`src/rtl/pll_reset_sequencer.sv`:
```
// PLL-domain reset sequencer: lock sync, glitch filter, hold, run.
// Define PLL_RESET_SEQ_LOSS_COUNT_EN to add the loss_count port.
`timescale 1ns/1ps
module pll_reset_sequencer #(
    parameter int unsigned LOCK_FILTER = 16,
    parameter int unsigned HOLD_CYCLES = 1024,
    parameter int unsigned CNT_W       = 16
) (
    input  logic       clock,
    input  logic       reset,
    input  logic       pll_lock,
    output logic       sys_reset,
    output logic       ready,
    output logic [1:0] state
`ifdef PLL_RESET_SEQ_LOSS_COUNT_EN
    ,
    output logic [7:0] loss_count
`endif
);

    typedef enum logic [1:0] {
        WAIT_LOCK = 2'd0,
        FILTER    = 2'd1,
        HOLD      = 2'd2,
        RUN       = 2'd3
    } state_e;

    localparam logic [CNT_W-1:0] FILT_LAST = CNT_W'(LOCK_FILTER - 1);
    localparam logic [CNT_W-1:0] HOLD_LAST = CNT_W'(HOLD_CYCLES - 1);

    logic             sync1_q;
    logic             sync2_q;
    state_e           state_q;
    state_e           state_d;
    logic [CNT_W-1:0] cnt_q;
    logic [CNT_W-1:0] cnt_d;
    logic             sys_reset_q;
    logic             ready_q;

    always_ff @(posedge clock) begin
        if (reset) begin
            sync1_q <= 1'b0;
            sync2_q <= 1'b0;
        end else begin
            sync1_q <= pll_lock;
            sync2_q <= sync1_q;
        end
    end

    // Terminal compare is checked before any increment so cnt never wraps.
    always_comb begin
        state_d = state_q;
        cnt_d   = cnt_q;
        unique case (state_q)
            WAIT_LOCK: begin
                cnt_d = '0;
                if (sync2_q) state_d = FILTER;
            end
            FILTER: begin
                if (!sync2_q) begin
                    state_d = WAIT_LOCK;
                    cnt_d   = '0;
                end else if (cnt_q == FILT_LAST) begin
                    state_d = HOLD;
                    cnt_d   = '0;
                end else begin
                    cnt_d = cnt_q + 1'b1;
                end
            end
            HOLD: begin
                if (!sync2_q) begin
                    state_d = WAIT_LOCK;
                    cnt_d   = '0;
                end else if (cnt_q == HOLD_LAST) begin
                    state_d = RUN;
                    cnt_d   = '0;
                end else begin
                    cnt_d = cnt_q + 1'b1;
                end
            end
            RUN: begin
                cnt_d = '0;
                if (!sync2_q) state_d = WAIT_LOCK;
            end
            default: begin
                state_d = WAIT_LOCK;
                cnt_d   = '0;
            end
        endcase
    end

    // Outputs register from next-state so they move with the RUN boundary.
    always_ff @(posedge clock) begin
        if (reset) begin
            state_q     <= WAIT_LOCK;
            cnt_q       <= '0;
            sys_reset_q <= 1'b1;
            ready_q     <= 1'b0;
        end else begin
            state_q     <= state_d;
            cnt_q       <= cnt_d;
            sys_reset_q <= (state_d != RUN);
            ready_q     <= (state_d == RUN);
        end
    end

    assign state     = state_q;
    assign sys_reset = sys_reset_q;
    assign ready     = ready_q;

`ifdef PLL_RESET_SEQ_LOSS_COUNT_EN
    logic [7:0] loss_q;
    logic [7:0] loss_d;

    always_comb begin
        loss_d = loss_q;
        if (state_q == RUN && state_d == WAIT_LOCK && loss_q != 8'hFF)
            loss_d = loss_q + 8'd1;
    end

    always_ff @(posedge clock) begin
        if (reset) loss_q <= 8'd0;
        else       loss_q <= loss_d;
    end

    assign loss_count = loss_q;
`endif

endmodule

```
`config.mk`:
```
export PLATFORM = sky130hd
export DESIGN_NAME = pll_reset_sequencer
export DESIGN_NICKNAME = d
export VERILOG_FILES = /design/src/rtl/pll_reset_sequencer.sv
export SDC_FILE = /design/constraint.sdc
export NUM_CORES = 1
export LEC_CHECK = 0
export BUFFER_PORTS_ARGS = -buffer_cell sky130_fd_sc_hd__buf_2
export CORE_ASPECT_RATIO = 1.1
export CORE_MARGIN = 2
export CORE_UTILIZATION = 35
export DETAILED_ROUTE_END_ITERATION = 7
export GPL_TIMING_DRIVEN = 0
export HOLD_SLACK_MARGIN = 0.03
export PLACE_DENSITY = 0.6
export RECOVER_POWER = 100
export SYNTH_ARGS = -nofsm -noshare
export SYNTH_HDL_FRONTEND = slang
export SYNTH_SLANG_ARGS = --single-unit
```
`constraint.sdc`:
```
create_clock -name clock -period 2.5 [get_ports clock]
set_input_delay 0.25 -clock clock [delete_from_list [all_inputs] [get_ports clock]]
set_output_delay 0.25 -clock clock [all_outputs]
set_load 0.02 [all_outputs]
```
# Yosys cells after proc, flatten, opt, wreduce, memory -nomap -nowiden
# Index checks and enable logic that the tools add are counted.
[totals] wordCells=28 out_inout_bits=4 in_bits=3 ff_bits=22
[op_classes] n_reduce_logical=2 eq_ne=7 mux=12 n_addsub=1
[ops] cell="16-bit two-way mux" n=4
[ops] cell="16-bit case mux with 3 select lines" n=1
[ops] cell="16-bit by 1-bit adder with 16-bit output (second input constant)" n=1
[ops] cell="16-bit by 10-bit equality test with 1-bit output (second input constant)" n=1
[ops] cell="16-bit by 4-bit equality test with 1-bit output (second input constant)" n=1
[ops] cell="2-bit two-way mux" n=6
[ops] cell="2-bit case mux with 4 select lines" n=1
[ops] cell="2-bit equality test (second input constant)" n=3
[ops] cell="2-bit by 1-bit equality test with 1-bit output (second input constant)" n=1
[ops] cell="2-bit zero test" n=1
[ops] cell="2-bit != test (second input constant)" n=1
[ops] cell="2-bit OR reduction" n=1

# Logic depth before layout (Yosys ltp)
# Gate-level depths: netlist of the first run.
[logic_depth] word_depth=5 ltp_mapped=7 mapped_depth_nobuf=5

# Worst setup path before layout of the first run
# OpenSTA, ideal clock, no wires.
[synth_path] path_type="reg2reg" startpoint="register cnt_q[0]" endpoint="register cnt_q[12]" setup_time_ns=0.066 path_buffers=2 period_less_slack_ns=1.706 arrival_ns=1.640 path_slack_ns=0.794 required_ns=2.434 stages_incl_launch_ff=8 path_cell_list="dfxtp_1 ha_1 and3_1 and4_1 or3_1 buf_6 buf_12 a21oi_2"
[synth_between] elab_chain_cells=4 elab_cells_between_ends=8 classes_between="add/sub: 1; eq/ne: 2; mux: 5"
[synth_lines] item="start, declared" line="35" rtl="logic [CNT_W-1:0] cnt_q;"
[synth_lines] item="start signal, assigned" line="101" rtl="cnt_q <= cnt_d;"
[synth_lines] item="16-bit by 1-bit adder with 16-bit output, or another cell as far along" line="67, 78"
[synth_lines] item="16-bit two-way mux, on equally long branches" line="74, 63"
[synth_lines] item="16-bit two-way mux, on equally long branches" line="71, 60"
[synth_lines] item="16-bit case mux with 3 select lines (*)" line="54" rtl="unique case (state_q)"
# Every way passes the cells marked *; elsewhere a longest branch is shown, timed or not.
# A chain may end at the register's enable or synchronous reset.

# Worst setup path after layout of the first run
[layout_path] startpoint="register cnt_q[0]" endpoint="register cnt_q[14]"
# The elaborated chain is that of the path after synthesis.

==> metrics.md, run 1 <==
| Metric | Value |
|---|---|
| Detailed router's first-iteration violation count | 17 |
| CTS Hold Bufs | 0 |
| Hold Violations, Final | 0 |
| Crit path depth | 7 |
| Cell variety after synth | 30 |
| Most frequent cells in the layout | 22 x dfxtp_1, 12 x a21oi_1, 6 x nand4_1, 6 x xnor2_1, 6 x xor2_1 |
| Drt pass-1 iters | 4 |
| Io pins | 7 |
| EDFF count, synth | 0 |
| Critical path class | register to register |
| Vias in the first global route | 678 |
| Sw power | between 0.0001 and 0.00015 W |
| Setup bufs post-CTS | 0 |
| Mapped Cells | 100 |
| CP bufs+invs | 2 |
| Tcrit/Tclk final | 0.790 |
| Core region area | 0.00273 mm^2 |
| Class of the worst hold path | input port to register |
| Max stage delay cell, worst path | dfxtp_1 |
| Cell Rows | 20 |
| Combined area of the multi-input logic cells | roughly 470 um^2 |
| Root buffer cell | clkbuf_4 |
| Most common cell after layout, fill and taps aside | dfxtp_1 |
| DIE HEIGHT | around 60 um |
| Seq/Total Area, Yosys | 0.444 |
| CTS buffer count | 3 |
| Pin count of the biggest net entering global routing | 14 |
| Layout Skew | 6.60 ps |
| Switching share of total power | 0.188 |
| IO Port Bufs | 6 |
| Async set-or-reset flop fraction in the synthesized netlist | 0 |
| H-tree depth | 1 |
| Ratio of cells with drive above 1 in the final layout | 0.100 |
| Crit path launch type | register |
| Clock buffer depth | 2 |
| Crit path largest cell delay | 360 ps |
| Slew Limit Fails | 0 |
| Reg-to-reg startpoint | cnt_q[0] |
| Post-route ant nets | 0 |
| Sequential Power Share | 0.555 |
| Worst reg-to-reg setup slack | approximately 530 ps |
| Fin Hold WS | between 100 and 150 ps |
| Leakage power | 0.321 nW |
| Yosys warnings | 0 |
| Top cells by area, synth | dfxtp_1 44%, a21oi_2 8.8%, xnor2_1 5.3%, xor2_1 5.3%, nand4_1 3.8% |
| Worst Tran Pin Value | 391 ps |
| Comb pwr share | 0.009 |
| Chip Width | about 55 um |
| Max FO, Critical Path | 10 |
| Req. time, crit path | ~2800 ps |
| Detailed-route wire length | 1.74 mm |
| First-pass GRT wire length | 3.05 mm |
| Top_reg_cell synth | dfxtp_1 |
| Worst Reg-to-Reg Cells | 7 |
| Post-cts resize count | 0 |
| Final setup vio count | 0 |
| Gr ovfl total | 0 |
| Die area | 0.00327 mm^2 |
| P_int | 0.000517 W |
| Max-cap violations | 0 |
| Worst path arrival time | 2220 ps |
| Clock Latency Late Sink | between 300 and 400 ps |
| Aggregate global-route resource usage | 0.132 |
| Sinks on the clock net | 22 |
| Post-DP HPWL | ~1.2 mm |
| Vias per cell | 5.12 |
| DRC violation count after routing | 0 |
| Top cell type's share of synthesized area | 0.444 |
| Setup crit end kind | register |
| Core Util, Final | 0.392 |
| Ant. Diodes | 0 |
| RSZ-0062 raised after global routing | false |
| VDD IR max | 0.373 mV |
| Syn_nets | 104 |
| Via count of the routed design | 732 |
| Worst flop-to-flop path endpoint | cnt_q[14] |
| Reg area | 440 um^2 |
| Cell count after placement | 139 |
| Non-filler instance count after layout | between 100 and 150 |
| Initial core utilization | 0.363 |
| Setup TNS | 0 ps |
| Relative slew slack | 0.739 |
| Cell family with most CP delay | simple AND/OR/NAND/NOR gates |
| Wirelength per Cell | 12.2 um |
| Routability cong. | 0.815 |
| Register bit total from synthesis | 22 |
| Clock slew at reported path FFs | 130 ps |
| Cells along the critical path | ha_1 > and3_1 > and4_1 > or3_1 > clkbuf_1 > buf_12 > a21oi_1 |
| TritonCTS clock tree | built |
| Hold_sp | reset |
| Nets | around 120 |
| Layout area overhead | 7.83% |
| Avg Cell Area, Syn | 9.91 um^2 |
| PwrDens | between 500 and 600 mW/mm^2 |
| Worst setup path start | cnt_q[0] |
| Fillers | 297 |
| Clock network power share | 0.436 |
| Fmax | 0.507 GHz |
| Post-Syn Area | about 1000 um^2 |
| Fin crit period | 1970 ps |
| Initial antenna violation count | 0 |
| Yosys top cell by area | dfxtp_1 |
| Status | finished, final reports clean |
| Crit path capture | cnt_q[14] |
## layer usage
| layer | vias up | share of wire | track usage |
|---|---|---|---|
| met5 | - | 0 | 0 |
| met1 | 338 | 0.50 | 0.174 |
| met4 | 0 | 0.023 | 0.0857 |
| met3 | 4 | 0.012 | 0.0225 |
| met2 | 3 | 0.46 | 0.196 |
| li1 | 387 | - | - |
## flip-flops by register name, indices dropped and copies added, names as in the netlist
register and flops:
cnt_q 16, state 2, ready 1, sync1_q 1
sync2_q 1, sys_reset 1
## layout make-up
class                           count  area share
Buffer                              3      0.0293
Clock buffer                        3      0.0211
Clock inverter                      1      0.0281
Inverter                            2     0.00703
Multi-Input combinational cell     73       0.440
Sequential cell                    22       0.412
Tap cell                           33      0.0386
Timing Repair Buffer                6      0.0234
## through the flow
| step | area (um^2) | worst slack, ps | power, W |
|---|---|---|---|
| CTS | 1110 | 632 | 0.000641 |
| global route | 1070 | 358 | 0.000659 |
| finish | 1070 | 526 | 0.000637 |
| detailed placement | 1060 | 662 | 0.000367 |
| floorplan | 991 | 794 | 0.000364 |
| global placement | 1060 | 689 | 0.000367 |
## cells in the mapped netlist, types with 3 or more instances
library cell and n:
a21oi_1 3, a21oi_2 10, dfxtp_1 22, nand2_1 5
nand3_1 4, nand4_1 6, nor2_1 4, nor2b_1 3
nor4_1 5, or3_1 3, xnor2_1 6, xor2_1 6
## worst min path at each step
| stage | to | slack, ps | cells past startpoint |
|---|---|---|---|
| 5_1_grt | sync1_q | 90 | 2 |
| 3_5_place_dp | sync2_q | 430 | 1 |
| 6_report | sync2_q | 110 | 2 |
| 4_1_cts | sync2_q | 100 | 2 |
| 3_3_place_gp | sync2_q | 420 | 1 |
| 2_1_floorplan | sync1_q | 320 | 1 |
## cell families (layout without fill, tap and decap cells)
logic type,Yosys count,after routing,share of synthesized area
AO/OA/AOI/OAI,20,20,0.152
XOR/XNOR,12,12,0.106
buffers and inverters,5,15,0.0467
flip-flops,22,22,0.444
AND/OR/NAND/NOR,40,40,0.239
adder cells (fa/ha/maj),1,1,0.0126
## worst register-to-register path, cell delays in order (launching register included)
cell and delay (ps):
dfxtp_1 360, ha_1 240, and3_1 250, and4_1 210, or3_1 300, clkbuf_1 220
buf_12 200, a21oi_1 130
## power groups by stage
stage / logic [W] / registers (W) / clock network, W
floorplan: 0.00000286 / 0.000361 / 0
global placement: 0.00000590 / 0.000361 / 0
detailed placement: 0.00000619 / 0.000361 / 0
CTS: 0.00000622 / 0.000353 / 0.000282
global route: 0.00000667 / 0.000354 / 0.000298
finish: 0.00000593 / 0.000353 / 0.000278
(Power assumes the default switching activity.)
==> run 2, diff against run 1 <==
==> constraint.sdc (replaced) <==
create_clock -name clock -period 1.9 [get_ports clock]
set_input_delay 0.19 -clock clock [delete_from_list [all_inputs] [get_ports clock]]
set_output_delay 0.19 -clock clock [all_outputs]
set_load 0.02 [all_outputs]
==> metrics.md, run 2 (same netlist as run 1, synthesis figures left out) <==
| Metric | Value |
|---|---|
| Status | finished, final reports clean |
| DIE HEIGHT | 59.8 um (unchanged) |
| TritonCTS clock tree | built |
| Die area | 0.00327 mm^2 (unchanged) |
| Nets | 117 (+1.7%) |
| First-pass GRT wire length | 3.05 mm (unchanged) |
| Clock buffer depth | 2 (unchanged) |
| H-tree depth | 1 (unchanged) |
| Wirelength per Cell | 11.9 um (-2.6%) |
| Layout Skew | 12.0 ps (+5.40 ps) |
| Crit path largest cell delay | 360 ps (about the same) |
| Clock Latency Late Sink | 320 ps (about the same) |
| Aggregate global-route resource usage | 0.132 (unchanged) |
| IO Port Bufs | 6 (unchanged) |
| CTS Hold Bufs | 0 (unchanged) |
| Cells along the critical path | ha_1 > and3_4 > and4_1 > or3_1 > buf_6 > buf_12 > a21oi_1 |
| Slew Limit Fails | 0 (unchanged) |
| Worst reg-to-reg setup slack | 80 ps (-450 ps) |
| Chip Width | 54.7 um (unchanged) |
| Ratio of cells with drive above 1 in the final layout | 0.179 (+0.0786) |
| Max FO, Critical Path | 10 (unchanged) |
| Vias per cell | 5.10 (-0.44%) |
| Routability cong. | 0.815 (unchanged) |
| Post-route ant nets | 0 (unchanged) |
| Setup TNS | 0 ps (unchanged) |
| Final setup vio count | 0 (unchanged) |
| Detailed-route wire length | 1.72 mm (-1.3%) |
| CTS buffer count | 3 (unchanged) |
| Cell family with most CP delay | simple AND/OR/NAND/NOR gates |
| Max stage delay cell, worst path | dfxtp_2 |
| Cell Rows | 20 (unchanged) |
| Initial core utilization | 0.363 (unchanged) |
| Detailed router's first-iteration violation count | 7 (-10) |
| Most common cell after layout, fill and taps aside | dfxtp_1 |
| Gr ovfl total | 0 (unchanged) |
| Fillers | 291 (-2.0%) |
| CP bufs+invs | 2 (unchanged) |
| Hold Violations, Final | 0 (unchanged) |
| Max-cap violations | 0 (unchanged) |
| Ant. Diodes | 0 (unchanged) |
| Vias in the first global route | 678 (unchanged) |
| Worst Tran Pin Value | 340 ps (-51.6 ps) |
| Most frequent cells in the layout | 21 x dfxtp_1, 8 x a21oi_1, 6 x nand4_1, 6 x xnor2_1, 6 x xor2_1 |
| Leakage power | 0.333 nW (+3.6%) |
| Setup crit end kind | register |
| Root buffer cell | clkbuf_4 |
| RSZ-0062 raised after global routing | false |
| Class of the worst hold path | input port to register |
| Sinks on the clock net | 22 (unchanged) |
| DRC violation count after routing | 0 (unchanged) |
| VDD IR max | 0.489 mV (+31%) |
| Pin count of the biggest net entering global routing | 14 (unchanged) |
| Fmax | 0.548 GHz (+8.3%) |
| Relative slew slack | 0.771 (+0.0323) |
| Crit path launch type | register |
| Layout area overhead | 12.2% |
| Core region area | 0.00273 mm^2 (unchanged) |
| Req. time, crit path | 2150 ps (-600 ps) |
| Largest register by flop count | cnt_q |
| Initial antenna violation count | 0 (unchanged) |
| Tcrit/Tclk final | 0.960 (+0.170) |
| Clock slew at reported path FFs | 140 ps (about the same) |
| PnR Total Power | 0.000841 W (+32%) |
| Post-DP HPWL | 1.21 mm (unchanged) |
| Io pins | 7 (unchanged) |
| Worst path arrival time | 2070 ps (-150 ps) |
| Critical path class | register to register |
| Via count of the routed design | 739 (+0.96%) |
| Fin crit period | 1820 ps (-151 ps) |
| Drt pass-1 iters | 4 (unchanged) |
| PwrDens | 756 mW/mm^2 (+27%) |
| Largest register FFs | 16 (unchanged) |
-- run 2: cell type report --
type	count	area [um^2]	area share
Inverter	2	7.51	0.00675
Tap cell	33	41.3	0.0371
Multi-Input combinational cell	73	490	0.441
Clock inverter	1	30.0	0.0270
Timing Repair Buffer	8	40.0	0.0360
Clock buffer	3	22.5	0.0202
Sequential cell	22	442	0.397
Buffer	3	38.8	0.0349
-- run 2: stage by stage --
stage / setup WS [ps] / std cells / cell area [um^2] / hold slack, ps / utilization
floorplan: 194 / 100 / 991 / 262 / -
global placement: 89.2 / 139 / 1060 / 380 / 0.389
detailed placement: 62.1 / 139 / 1060 / 391 / 0.389
CTS: 31.5 / 143 / 1110 / 42.2 / 0.409
global route: 22.5 / 145 / 1110 / 31.7 / 0.408
finish: 76.4 / 145 / 1110 / 40.9 / 0.408
-- run 2: metal layers --
| metal | up-vias | GRT usage | part of all wire |
|---|---|---|---|
| met5 | - | 0 | 0 |
| met4 | 0 | 0.0857 | 0.023 |
| met3 | 4 | 0.0225 | 0.019 |
| met2 | 5 | 0.196 | 0.47 |
| met1 | 340 | 0.174 | 0.48 |
| li1 | 390 | - | - |
-- run 2: what timing repair did --
action | CTS | global route
buffers inserted | 0 | 2
setup endpoints to repair | 0 | 10
gates resized for setup | 0 | 3
-- run 2: worst register-to-register path: cells and delay by family, from the launching register on --
family	cells	cell delay [ps]
AND/OR/NAND/NOR	3	730
flip-flops	1	360
buffers and inverters	2	290
adder cells (fa/ha/maj)	1	240
AO/OA/AOI/OAI	1	140
-- run 2: where the power goes --
part / internal (W) / total (W) / switching (W)
logic: 0.00000384 / 0.00000801 / 0.00000417
registers: 0.000464 / 0.000465 / 0.00000111
clock network: 0.000213 / 0.000368 / 0.000155
total: 0.000681 / 0.000841 / 0.000160
-- run 2: path summary, 6_finish.rpt --
check / cells after the start / start / to
setup / recovery: 7 / cnt_q[0] / cnt_q[14]
setup reg to reg: 7 / cnt_q[0] / cnt_q[14]
hold reg to reg: 1 / cnt_q[0] / cnt_q[0]
hold / removal: 2 / reset / sync2_q
==> run 3, diff against run 2 <==
--- a/config.mk
+++ b/config.mk
@@ -5,6 +5,7 @@
 export SDC_FILE = /design/constraint.sdc
 export NUM_CORES = 1
 export LEC_CHECK = 0
+export ABC_AREA = 1
 export BUFFER_PORTS_ARGS = -buffer_cell sky130_fd_sc_hd__buf_2
 export CORE_ASPECT_RATIO = 1.1
 export CORE_MARGIN = 2
==> metrics.md, run 3 <==
| Metric | Value |
|---|---|
| Status | finished, final reports clean |
| Clock slew at reported path FFs | 120 ps (-20 ps) |
| Initial core utilization | 0.359 (-0.00384) |
| Root buffer cell | clkbuf_4 |
| Worst Tran Pin Value | 249 ps (-90.8 ps) |
| Worst Reg-to-Reg Cells | 9 (+2) |
| Ant. Diodes | 0 (unchanged) |
| First-pass GRT wire length | 3.29 mm (+7.9%) |
| GRT busiest layer | met2 |
| Gr ovfl total | 0 (unchanged) |
| VDD IR max | 0.465 mV (-4.9%) |
| Vias per cell | 4.66 (-8.5%) |
| PwrDens | 652 mW/mm^2 (-14%) |
| Core region area | 0.00297 mm^2 (+8.9%) |
| Fin Hold WS | 77.3 ps (+36.4 ps) |
| Yosys warnings | 0 (unchanged) |
| Io pins | 7 (unchanged) |
| Largest register FFs | 16 (unchanged) |
| Worst setup path start | cnt_q[0] |
| Clock buffer depth | 2 (unchanged) |
| Tcrit/Tclk final | 0.851 (-0.109) |
| Slew Limit Fails | 0 (unchanged) |
| Layout Skew | 1.64 ps (-10.4 ps) |
| Class of the worst hold path | input port to register |
| Initial antenna violation count | 0 (unchanged) |
| Yosys top cell by area | dfxtp_1 |
| Aggregate global-route resource usage | 0.122 (-0.0105) |
| Cell Rows | 21 (+5.0%) |
| Syn_nets | 146 (+40%) |
| Fmax | 0.619 GHz (+13%) |
| Sinks on the clock net | 22 (unchanged) |
| Setup TNS | 0 ps (unchanged) |
| Post-DP HPWL | 1.51 mm (+25%) |
| Worst path arrival time | 1830 ps (-240 ps) |
| Pin count of the biggest net entering global routing | 13 (-1) |
| EDFF count, synth | 0 (unchanged) |
| Routing usage on met3 | 0.0248 (+0.00234) |
| Reg-to-reg startpoint | cnt_q[0] |
| Hold worst-path end | sync1_q |
| Chip Width | 56.7 um (+3.5%) |
| Wirelength per Cell | 10.1 um (-15%) |
| Worst flop-to-flop path endpoint | cnt_q[3] |
| Comb pwr share | 0.021 (+0.011) |
| Clock network power share | 0.347 (-0.091) |
| CTS Hold Bufs | 0 (unchanged) |
| Async set-or-reset flop fraction in the synthesized netlist | 0 (unchanged) |
| Top_reg_cell synth | dfxtp_1 |
| Vias in the first global route | 805 (+19%) |
| Setup ws final | 284 ps (+207 ps) |
| Avg Cell Area, Syn | 7.52 um^2 (-24%) |
| Most common cell after layout, fill and taps aside | nor2_1 |
| Clock Latency Late Sink | 300 ps (-20 ps) |
| Core Util, Final | 0.381 (-0.0264) |
| Post-cts resize count | 0 (unchanged) |
| DRC violation count after routing | 0 (unchanged) |
| Req. time, crit path | 2110 ps (-40 ps) |
| Cell variety after synth | 20 (-33%) |
| Worst slack at placement | 327 ps (+265 ps) |
| Mapped Cells | 142 (+42%) |
| Largest register by flop count | cnt_q |
| Worst reg-to-reg setup slack | 280 ps (+210 ps) |
| Hold_sp | pll_lock |
| Top cells by area, synth | dfxtp_1 41%, nor2_1 9.5%, nand2_1 8.8%, nor2_2 7.0%, xor2_1 5.7% |
| Post-Syn Area | 0.00107 mm^2 (+7.7%) |
| Hold Violations, Final | 0 (unchanged) |
| Fin crit period | 1620 ps (-207 ps) |
| Top cell type's share of synthesized area | 0.413 (-0.0318) |
| P_int | 0.000586 W (-14%) |
| H-tree depth | 1 (unchanged) |
| Routability cong. | 0.761 (-6.6%) |
| Sequential Power Share | 0.632 (+0.079) |
| Detailed router's first-iteration violation count | 13 (+6) |
| CTS buffer count | 3 (unchanged) |
| Final setup vio count | 0 (unchanged) |
| Top-count cell post-synth | nor2_1 |
| PnR Total Power | 0.000738 W (-12%) |
| Met2 usage | 0.231 (+0.0353) |
| Met1 usage | 0.135 (-0.0392) |
| Post-synth top cells | 27 x nor2_1, 25 x nand2_1, 22 x dfxtp_1 |
| Setup bufs post-CTS | 0 (unchanged) |
| Setup crit end kind | register |
| RSZ-0062 raised after global routing | false |
| Crit path launch type | register |
| Drt pass-1 iters | 4 (unchanged) |
| Seq/Total Area, Yosys | 0.413 (-0.0318) |
| Leakage power | 0.438 nW (+32%) |
| Critical path class | register to register |
| Via count of the routed design | 867 (+17%) |
| Layout area overhead | 6.10% |
| Max-cap violations | 0 (unchanged) |
| TritonCTS clock tree | built |
| Most frequent cells in the layout | 37 x nor2_1, 26 x nand2_1, 22 x dfxtp_1 |
| Nets | 157 (+34%) |
| DIE HEIGHT | 61.9 um (+3.5%) |
| Register bit total from synthesis | 22 (unchanged) |
| IO Port Bufs | 6 (unchanged) |
| Die area | 0.00351 mm^2 (+7.1%) |
| Relative slew slack | 0.833 (+0.0614) |
| Ratio of cells with drive above 1 in the final layout | 0.125 (-0.0536) |
| Detailed-route wire length | 1.88 mm (+9.2%) |
| Post-route ant nets | 0 (unchanged) |
| Hold path depth | 3 (+1) |
| Sw power | 0.000152 W (-5.2%) |
| Switching share of total power | 0.206 (+0.0153) |
| Max FO, Critical Path | 10 (unchanged) |
## run 3: changes by cell type after synthesis, sizes merged, moves of 3 or more
cell | previous run | this run
or3 | 3 | 0
xnor2 | 6 | 3
nand4 | 6 | 2
inv | 2 | 18
nor2 | 4 | 40
nand2 | 5 | 33
a21oi | 13 | 3
and4 | 3 | 0
nor2b | 3 | 0
nor4 | 5 | 0
## run 3: how the worst max path moves through the flow
stage	end	depth (start not counted)
final	cnt_q[3]	9
after floorplan	cnt_q[2]	9
after global placement	cnt_q[14]	9
after CTS	cnt_q[14]	7
after global routing	cnt_q[13]	9
after detailed placement	cnt_q[14]	9
## run 3: final cells by class
type / count / area [um^2]
plain buffers: 1 / 20.0
multi-input cells: 101 / 502
clock buffers: 4 / 36.3
inverters: 18 / 67.6
repair buffers: 6 / 23.8
well taps: 34 / 42.5
flip-flops and latches: 22 / 440
fillers: 330 / 1840
## run 3: layer usage
layer,routed length [um],vias to the layer above
met5,0,-
met4,27,0
met3,40,4
met2,980,13
met1,829,399
li1,-,451
## run 3: cell families (layout without fill, tap and decap cells)
group / count (synthesis) / count (layout) / share of synthesized area
AO/OA/AOI/OAI: 7 / 7 / 0.0375
buffers and inverters: 19 / 29 / 0.0821
adder cells (fa/ha/maj): 1 / 1 / 0.0117
XOR/XNOR: 10 / 10 / 0.0821
flip-flops: 22 / 22 / 0.413
AND/OR/NAND/NOR: 83 / 83 / 0.374
## run 3: power groups by stage
| stage | sequential (W) | clock, W | combinational (W) |
|---|---|---|---|
| 2_1_floorplan | 0.000478 | 0 | 0.00000910 |
| 3_3_place_gp | 0.000477 | 0 | 0.0000154 |
| 3_5_place_dp | 0.000477 | 0 | 0.0000167 |
| 4_1_cts | 0.000467 | 0.000271 | 0.0000168 |
| 5_1_grt | 0.000467 | 0.000287 | 0.0000175 |
| 6_report | 0.000466 | 0.000257 | 0.0000155 |
## run 3: stage by stage
| stage | cells | cell area [um^2] |
|---|---|---|
| floorplan | 142 | 1070 |
| detailed placement | 182 | 1140 |
| global route | 186 | 1130 |
| finish | 186 | 1130 |
| CTS | 186 | 1180 |
| global placement | 182 | 1140 |
## run 3: worst max-delay path, cell delays in order, from the launching register on
cell and delay (ps):
dfxtp_1 370, ha_1 220, nand3_2 160, nor2_1 230
nand2_2 80, nand3_1 70, nand2_1 80, nand2_4 120
buf_12 140, nor2_1 40
